[src/rtl/decode_stage_hz.sv]
// rtl/decode_stage_hz.sv - RV32I-subset decode stage with register file, load-use stall and ID/EX register
module decode_stage_hz #(
    parameter int XLEN         = 32,
    parameter int NREGS        = 32,
    parameter int WB_BYPASS    = 1,
    parameter int LOAD_USE_DET = 1,
    localparam int AW          = $clog2(NREGS)
) (
    input  logic            clk,
    input  logic            rst,
    input  logic [31:0]     instr_d,
    input  logic [XLEN-1:0] pc_d,
    input  logic [XLEN-1:0] pc_plus4_d,
    input  logic            valid_d,
    input  logic            stall_i,
    input  logic            flush_i,
    input  logic            reg_write_w,
    input  logic [AW-1:0]   rd_w,
    input  logic [XLEN-1:0] result_w,
    output logic            valid_e,
    output logic            reg_write_e,
    output logic            alu_src_e,
    output logic            mem_write_e,
    output logic            branch_e,
    output logic            jump_e,
    output logic [1:0]      result_src_e,
    output logic [3:0]      alu_control_e,
    output logic [2:0]      funct3_e,
    output logic            illegal_e,
    output logic [XLEN-1:0] rd1_e,
    output logic [XLEN-1:0] rd2_e,
    output logic [XLEN-1:0] imm_ext_e,
    output logic [AW-1:0]   rs1_e,
    output logic [AW-1:0]   rs2_e,
    output logic [AW-1:0]   rd_e,
    output logic [XLEN-1:0] pc_e,
    output logic [XLEN-1:0] pc_plus4_e,
    output logic            stall_req_o
);

    localparam logic [6:0] OP_R     = 7'b0110011;
    localparam logic [6:0] OP_I     = 7'b0010011;
    localparam logic [6:0] OP_LOAD  = 7'b0000011;
    localparam logic [6:0] OP_STORE = 7'b0100011;
    localparam logic [6:0] OP_BR    = 7'b1100011;
    localparam logic [6:0] OP_JAL   = 7'b1101111;
    localparam logic [6:0] OP_LUI   = 7'b0110111;

    localparam logic [3:0] ALU_ADD   = 4'd0;
    localparam logic [3:0] ALU_SUB   = 4'd1;
    localparam logic [3:0] ALU_AND   = 4'd2;
    localparam logic [3:0] ALU_OR    = 4'd3;
    localparam logic [3:0] ALU_XOR   = 4'd4;
    localparam logic [3:0] ALU_SLT   = 4'd5;
    localparam logic [3:0] ALU_SLL   = 4'd6;
    localparam logic [3:0] ALU_SRL   = 4'd7;
    localparam logic [3:0] ALU_SRA   = 4'd8;
    localparam logic [3:0] ALU_SLTU  = 4'd9;
    localparam logic [3:0] ALU_PASSB = 4'd10;

    logic [XLEN-1:0] regs [NREGS];

    logic [6:0]      opcode;
    logic [2:0]      funct3;
    logic [AW-1:0]   rs1;
    logic [AW-1:0]   rs2;
    logic [AW-1:0]   rd;
    logic [XLEN-1:0] rd1;
    logic [XLEN-1:0] rd2;

    logic            dec_reg_write;
    logic            dec_alu_src;
    logic            dec_mem_write;
    logic            dec_branch;
    logic            dec_jump;
    logic [1:0]      dec_result_src;
    logic [3:0]      dec_alu;
    logic            dec_illegal;
    logic [31:0]     dec_imm;
    logic            uses_rs2;

    assign opcode = instr_d[6:0];
    assign funct3 = instr_d[14:12];
    assign rs1    = instr_d[15 +: AW];
    assign rs2    = instr_d[20 +: AW];
    assign rd     = instr_d[7 +: AW];

    // funct7[5] selects SUB only for R-type; shifts right use it for both R and I forms
    function automatic logic [3:0] alu_arith(input logic [2:0] f3, input logic f7b5, input logic is_r);
        case (f3)
            3'b000:  alu_arith = (is_r && f7b5) ? ALU_SUB : ALU_ADD;
            3'b001:  alu_arith = ALU_SLL;
            3'b010:  alu_arith = ALU_SLT;
            3'b011:  alu_arith = ALU_SLTU;
            3'b100:  alu_arith = ALU_XOR;
            3'b101:  alu_arith = f7b5 ? ALU_SRA : ALU_SRL;
            3'b110:  alu_arith = ALU_OR;
            default: alu_arith = ALU_AND;
        endcase
    endfunction

    always_comb begin
        dec_reg_write  = 1'b0;
        dec_alu_src    = 1'b0;
        dec_mem_write  = 1'b0;
        dec_branch     = 1'b0;
        dec_jump       = 1'b0;
        dec_result_src = 2'b00;
        dec_alu        = ALU_ADD;
        dec_illegal    = 1'b0;
        dec_imm        = 32'd0;
        uses_rs2       = 1'b0;
        case (opcode)
            OP_R: begin
                dec_reg_write = 1'b1;
                uses_rs2      = 1'b1;
                dec_alu       = alu_arith(funct3, instr_d[30], 1'b1);
            end
            OP_I: begin
                dec_reg_write = 1'b1;
                dec_alu_src   = 1'b1;
                dec_imm       = {{20{instr_d[31]}}, instr_d[31:20]};
                dec_alu       = alu_arith(funct3, instr_d[30], 1'b0);
            end
            OP_LOAD: begin
                dec_reg_write  = 1'b1;
                dec_alu_src    = 1'b1;
                dec_result_src = 2'b01;
                dec_imm        = {{20{instr_d[31]}}, instr_d[31:20]};
            end
            OP_STORE: begin
                dec_mem_write = 1'b1;
                dec_alu_src   = 1'b1;
                uses_rs2      = 1'b1;
                dec_imm       = {{20{instr_d[31]}}, instr_d[31:25], instr_d[11:7]};
            end
            OP_BR: begin
                dec_branch = 1'b1;
                uses_rs2   = 1'b1;
                dec_alu    = ALU_SUB;
                dec_imm    = {{19{instr_d[31]}}, instr_d[31], instr_d[7], instr_d[30:25], instr_d[11:8], 1'b0};
            end
            OP_JAL: begin
                dec_reg_write  = 1'b1;
                dec_jump       = 1'b1;
                dec_result_src = 2'b10;
                dec_imm        = {{11{instr_d[31]}}, instr_d[31], instr_d[19:12], instr_d[20], instr_d[30:21], 1'b0};
            end
            OP_LUI: begin
                dec_reg_write = 1'b1;
                dec_alu_src   = 1'b1;
                dec_alu       = ALU_PASSB;
                dec_imm       = {instr_d[31:12], 12'd0};
            end
            default: dec_illegal = 1'b1;
        endcase
    end

    always_ff @(posedge clk) begin
        if (rst) begin
            for (int i = 0; i < NREGS; i++) begin
                regs[i] <= '0;
            end
        end else if (reg_write_w && rd_w != '0) begin
            regs[rd_w] <= result_w;
        end
    end

    always_comb begin
        rd1 = regs[rs1];
        rd2 = regs[rs2];
        if (WB_BYPASS != 0 && reg_write_w && rd_w != '0) begin
            if (rd_w == rs1) rd1 = result_w;
            if (rd_w == rs2) rd2 = result_w;
        end
        if (rs1 == '0) rd1 = '0;
        if (rs2 == '0) rd2 = '0;
    end

    assign stall_req_o = (LOAD_USE_DET != 0) && valid_e && result_src_e == 2'b01 && rd_e != '0 &&
                         valid_d && (rd_e == rs1 || (rd_e == rs2 && uses_rs2));

    // Bubbles only clear control; data fields keep stale values since EX ignores them
    always_ff @(posedge clk) begin
        if (rst) begin
            valid_e       <= 1'b0;
            reg_write_e   <= 1'b0;
            alu_src_e     <= 1'b0;
            mem_write_e   <= 1'b0;
            branch_e      <= 1'b0;
            jump_e        <= 1'b0;
            result_src_e  <= 2'b00;
            alu_control_e <= 4'd0;
            funct3_e      <= 3'd0;
            illegal_e     <= 1'b0;
            rd1_e         <= '0;
            rd2_e         <= '0;
            imm_ext_e     <= '0;
            rs1_e         <= '0;
            rs2_e         <= '0;
            rd_e          <= '0;
            pc_e          <= '0;
            pc_plus4_e    <= '0;
        end else if (flush_i || (!stall_i && stall_req_o)) begin
            valid_e      <= 1'b0;
            reg_write_e  <= 1'b0;
            mem_write_e  <= 1'b0;
            branch_e     <= 1'b0;
            jump_e       <= 1'b0;
            illegal_e    <= 1'b0;
            result_src_e <= 2'b00;
        end else if (!stall_i) begin
            valid_e       <= valid_d;
            reg_write_e   <= valid_d && dec_reg_write;
            alu_src_e     <= dec_alu_src;
            mem_write_e   <= valid_d && dec_mem_write;
            branch_e      <= valid_d && dec_branch;
            jump_e        <= valid_d && dec_jump;
            result_src_e  <= valid_d ? dec_result_src : 2'b00;
            alu_control_e <= dec_alu;
            funct3_e      <= funct3;
            illegal_e     <= valid_d && dec_illegal;
            rd1_e         <= rd1;
            rd2_e         <= rd2;
            imm_ext_e     <= dec_imm;
            rs1_e         <= rs1;
            rs2_e         <= rs2;
            rd_e          <= rd;
            pc_e          <= pc_d;
            pc_plus4_e    <= pc_plus4_d;
        end
    end

endmodule

[config.mk]
export PLATFORM = sky130hd
export DESIGN_NAME = decode_stage_hz
export DESIGN_NICKNAME = d
export VERILOG_FILES = /design/src/rtl/decode_stage_hz.sv
export SDC_FILE = /design/constraint.sdc
export NUM_CORES = 2
export LEC_CHECK = 0
export BUFFER_PORTS_ARGS = -buffer_cell sky130_fd_sc_hd__buf_2
export CAP_MARGIN = 0
export CELL_PAD_IN_SITES_DETAIL_PLACEMENT = 2
export CELL_PAD_IN_SITES_GLOBAL_PLACEMENT = 2
export CORE_ASPECT_RATIO = 1.1
export CORE_MARGIN = 3
export CORE_UTILIZATION = 48
export DETAILED_ROUTE_END_ITERATION = 6
export PLACE_DENSITY_LB_ADDON = 0.05
export SLEW_MARGIN = 20
export SYNTH_ARGS = -nofsm -noshare
export SYNTH_HDL_FRONTEND = slang
export SYNTH_SLANG_ARGS = --single-unit
[constraint.sdc]
create_clock -name clk -period 7.09 [get_ports clk]
set_input_delay 1.418 -clock clk [delete_from_list [all_inputs] [get_ports clk]]
set_output_delay 1.418 -clock clk [all_outputs]
set_load 0.02 [all_outputs]
==> qor.txt <==
maximum clock rate = 200 MHz
die width = 348 um
Die Y = 382 um
switching power = 4.66 mW
finished layout cell area = 69200 sq um
Placed Instance Area = 64800 sq um
number of DRC markers in iteration 0 = 4583
dpl hpwl = 152000 um
Setup Viol. Count Final = 0
Worst Hold Class = flop to flop
clock power share = 0.402
layout cells sized above 1 = 0.258
Max Slew Vio Count = 0
CTS tree = yes
final setup TNS = 0 ns
DR pass1 iterations = 5
sequential fraction of design power = 0.477
die area = 133000 sq um
Yosys Warn Count = 0
first-pass GRT wire length = 350000 um
final setup margin = 2.10 ns
vias in the first global route = 47.9k
hold_buf cts = 0
status = complete, no violations
Final #Nets = 4852
leakage power = 23.9 nW
via count = 44.6k
Core ar. = 127000 sq um
CP required = 5.67 ns
combinational share of power = 0.120
Final Cycle Share = 0.704
Int Power = 12.9 mW
gr ovfl total = 0
hold violation count in the final report = 0
vias per cell = 6.87
leading cell type in the layout, fill and taps excluded = edfxtp_1
Placer Congestion = 0.847
predominant post-synthesis flop cell = edfxtp_1
CTS buffer count = 137
Setup CP Type = input port to output pin
cts repair resizes = 0
ys async rst share = 0
pwr dens = 254 nW/um^2
number of port buffers = 330
antenna violations before repair = 15
critical path capture point type = output pin
CP Max Fanout = 56
# Max-Cap Violations = 0
sequential area share after synthesis = 0.560
Area Overhead vs Synth = 12.0%
FP Rows = 137
synthesized area per cell = 13.4 sq um
Worst Max-Slew Pin Slew = 1.15 ns
drc violations = 0
Fill cells = 11.6k
worst ir drop on vdd = 0.235 mV
commonest non-fill, non-tap cells in the layout = edfxtp_1 (1024), and2_1 (688), mux4_2 (453)
dpl ws = 2.09 ns
Synth Register Bits = 1215
fin cells = 6496
clk root buf = clkbuf_16
overall routing resource usage = 0.363
crit path DAT = 3.57 ns
worst-case clock buffer depth = 3
RSZ-0062 raised after global routing = false
largest net degree at the start of global routing = 101
synthesized area = 61800 sq um
crit start category = input port
R2R Setup Slk = 3.47 ns
Sw Ratio = 0.265
clock latency on the worst-skew pair = 0.79 ns
initial cell density of the core = 0.485
Final min period = 4.99 ns
CTS sink count = 1215
Slew HR = 0.233
Mapped Cells = 4595
Cells after DPL = 6241
WL/cell = 37.6 um
synth unique cells = 62
# IOs = 331
Worst-path clk slew = 0.06 ns
setup bufs post-CTS = 0
Clock Skew = 0.0286 ns
Post-Route WL = 244000 um
minimum hold slack = 0.467 ns
H-tree depth = 4
EDFF count, synth = 1024
Final ANT Viol Nets = 0
worst paths after layout:
path / startpoint / to / depth (start not counted)
min reg2reg: rd2_e[31] / rd2_e[31] / 2
max reg2reg: rd_e[0] / rd2_e[1] / 7
max: instr_d[21] / stall_req_o / 7
min: rd2_e[31] / rd2_e[31] / 2
synth_stat cells (14+ instances only):
cell type / instances / share of area
nor3_1: 320 / 0.026
or2_2: 33 / 0.0033
dfxtp_1: 191 / 0.062
a22oi_1: 155 / 0.019
mux2i_1: 123 / 0.020
a211oi_1: 26 / 0.0032
buf_4: 14 / 0.0017
a221oi_1: 25 / 0.0035
edfxtp_1: 1024 / 0.50
o32ai_1: 32 / 0.0045
nand2_1: 117 / 0.0071
inv_1: 46 / 0.0028
o22ai_1: 52 / 0.0053
nand2b_1: 25 / 0.0025
o21ai_0: 155 / 0.013
nand3_1: 86 / 0.0070
a31oi_1: 25 / 0.0025
buf_2: 113 / 0.0092
mux2_2: 55 / 0.010
mux4_2: 453 / 0.17
clkbuf_1: 365 / 0.022
a21oi_1: 191 / 0.015
and2_1: 689 / 0.070
a32o_1: 32 / 0.0052
nor2_1: 102 / 0.0062
buf_1: 30 / 0.0018
power by group through the flow:
stage	clock network [mW]	logic, mW	registers, mW
2_1_floorplan	0	1.23	8.46
3_3_place_gp	0	2.03	8.47
3_5_place_dp	0	2.09	8.52
4_1_cts	7.17	2.10	8.39
5_1_grt	7.42	2.20	8.43
6_report	7.08	2.12	8.40
kinds of logic after synthesis:
group | synth area share
AO/OA/AOI/OAI | 0.0755
flip-flops | 0.560
other | 0.0000607
buffers and inverters | 0.0384
XOR/XNOR | 0.00283
multiplexers | 0.195
AND/OR/NAND/NOR | 0.129
registers in the layout, summed over array words and instances, names as in the netlist:
signal         flops
reg_write_e        1
valid_e            1
rd2_e             32
rd_e               5
mem_write_e        1
alu_control_e      4
pc_e              32
rs2_e              5
result_src_e       2
regs            1024
rd1_e             32
rs1_e              5
jump_e             1
pc_plus4_e        32
branch_e           1
illegal_e          1
alu_src_e          1
funct3_e           3
imm_ext_e         32
final cells by class:
| type | instances | area (sq um) | area share |
|---|---|---|---|
| inverter | 48 | 183 | 0.00264 |
| multi-input combinational | 2837 | 25200 | 0.363 |
| clock inverter | 63 | 487 | 0.00703 |
| antenna | 5 | 12.5 | 0.000181 |
| tap | 1668 | 2090 | 0.0302 |
| sequential | 1215 | 34600 | 0.500 |
| clock buffer | 186 | 3840 | 0.0555 |
| timing repair buffer | 474 | 2870 | 0.0415 |
critical path, stage by stage:
cell and delay [ns]:
buf_8 0.47, xor2_1 0.15, nor3_1 0.17, nand4_1 0.13, a211o_4 0.56, inv_4 0.34
buf_2 0.23
routing by layer:
layer / vias to the layer above / global-route usage / routed length [um] / share of wire
met5: - / 0 / 69 / 0.00028
met4: 10 / 0.187 / 13300 / 0.054
met3: 560 / 0.0636 / 18700 / 0.077
met2: 2340 / 0.603 / 120000 / 0.49
met1: 23800 / 0.457 / 91600 / 0.38
li1: 17900 / - / - / -
stage by stage:
stage,power [mW],utilization
CTS,17.7,0.543
global placement,10.5,0.509
finish,17.6,0.543
detailed placement,10.6,0.509
global route,18.0,0.543
floorplan,9.69,-
Note: power is estimated with default switching activity, not from simulation.
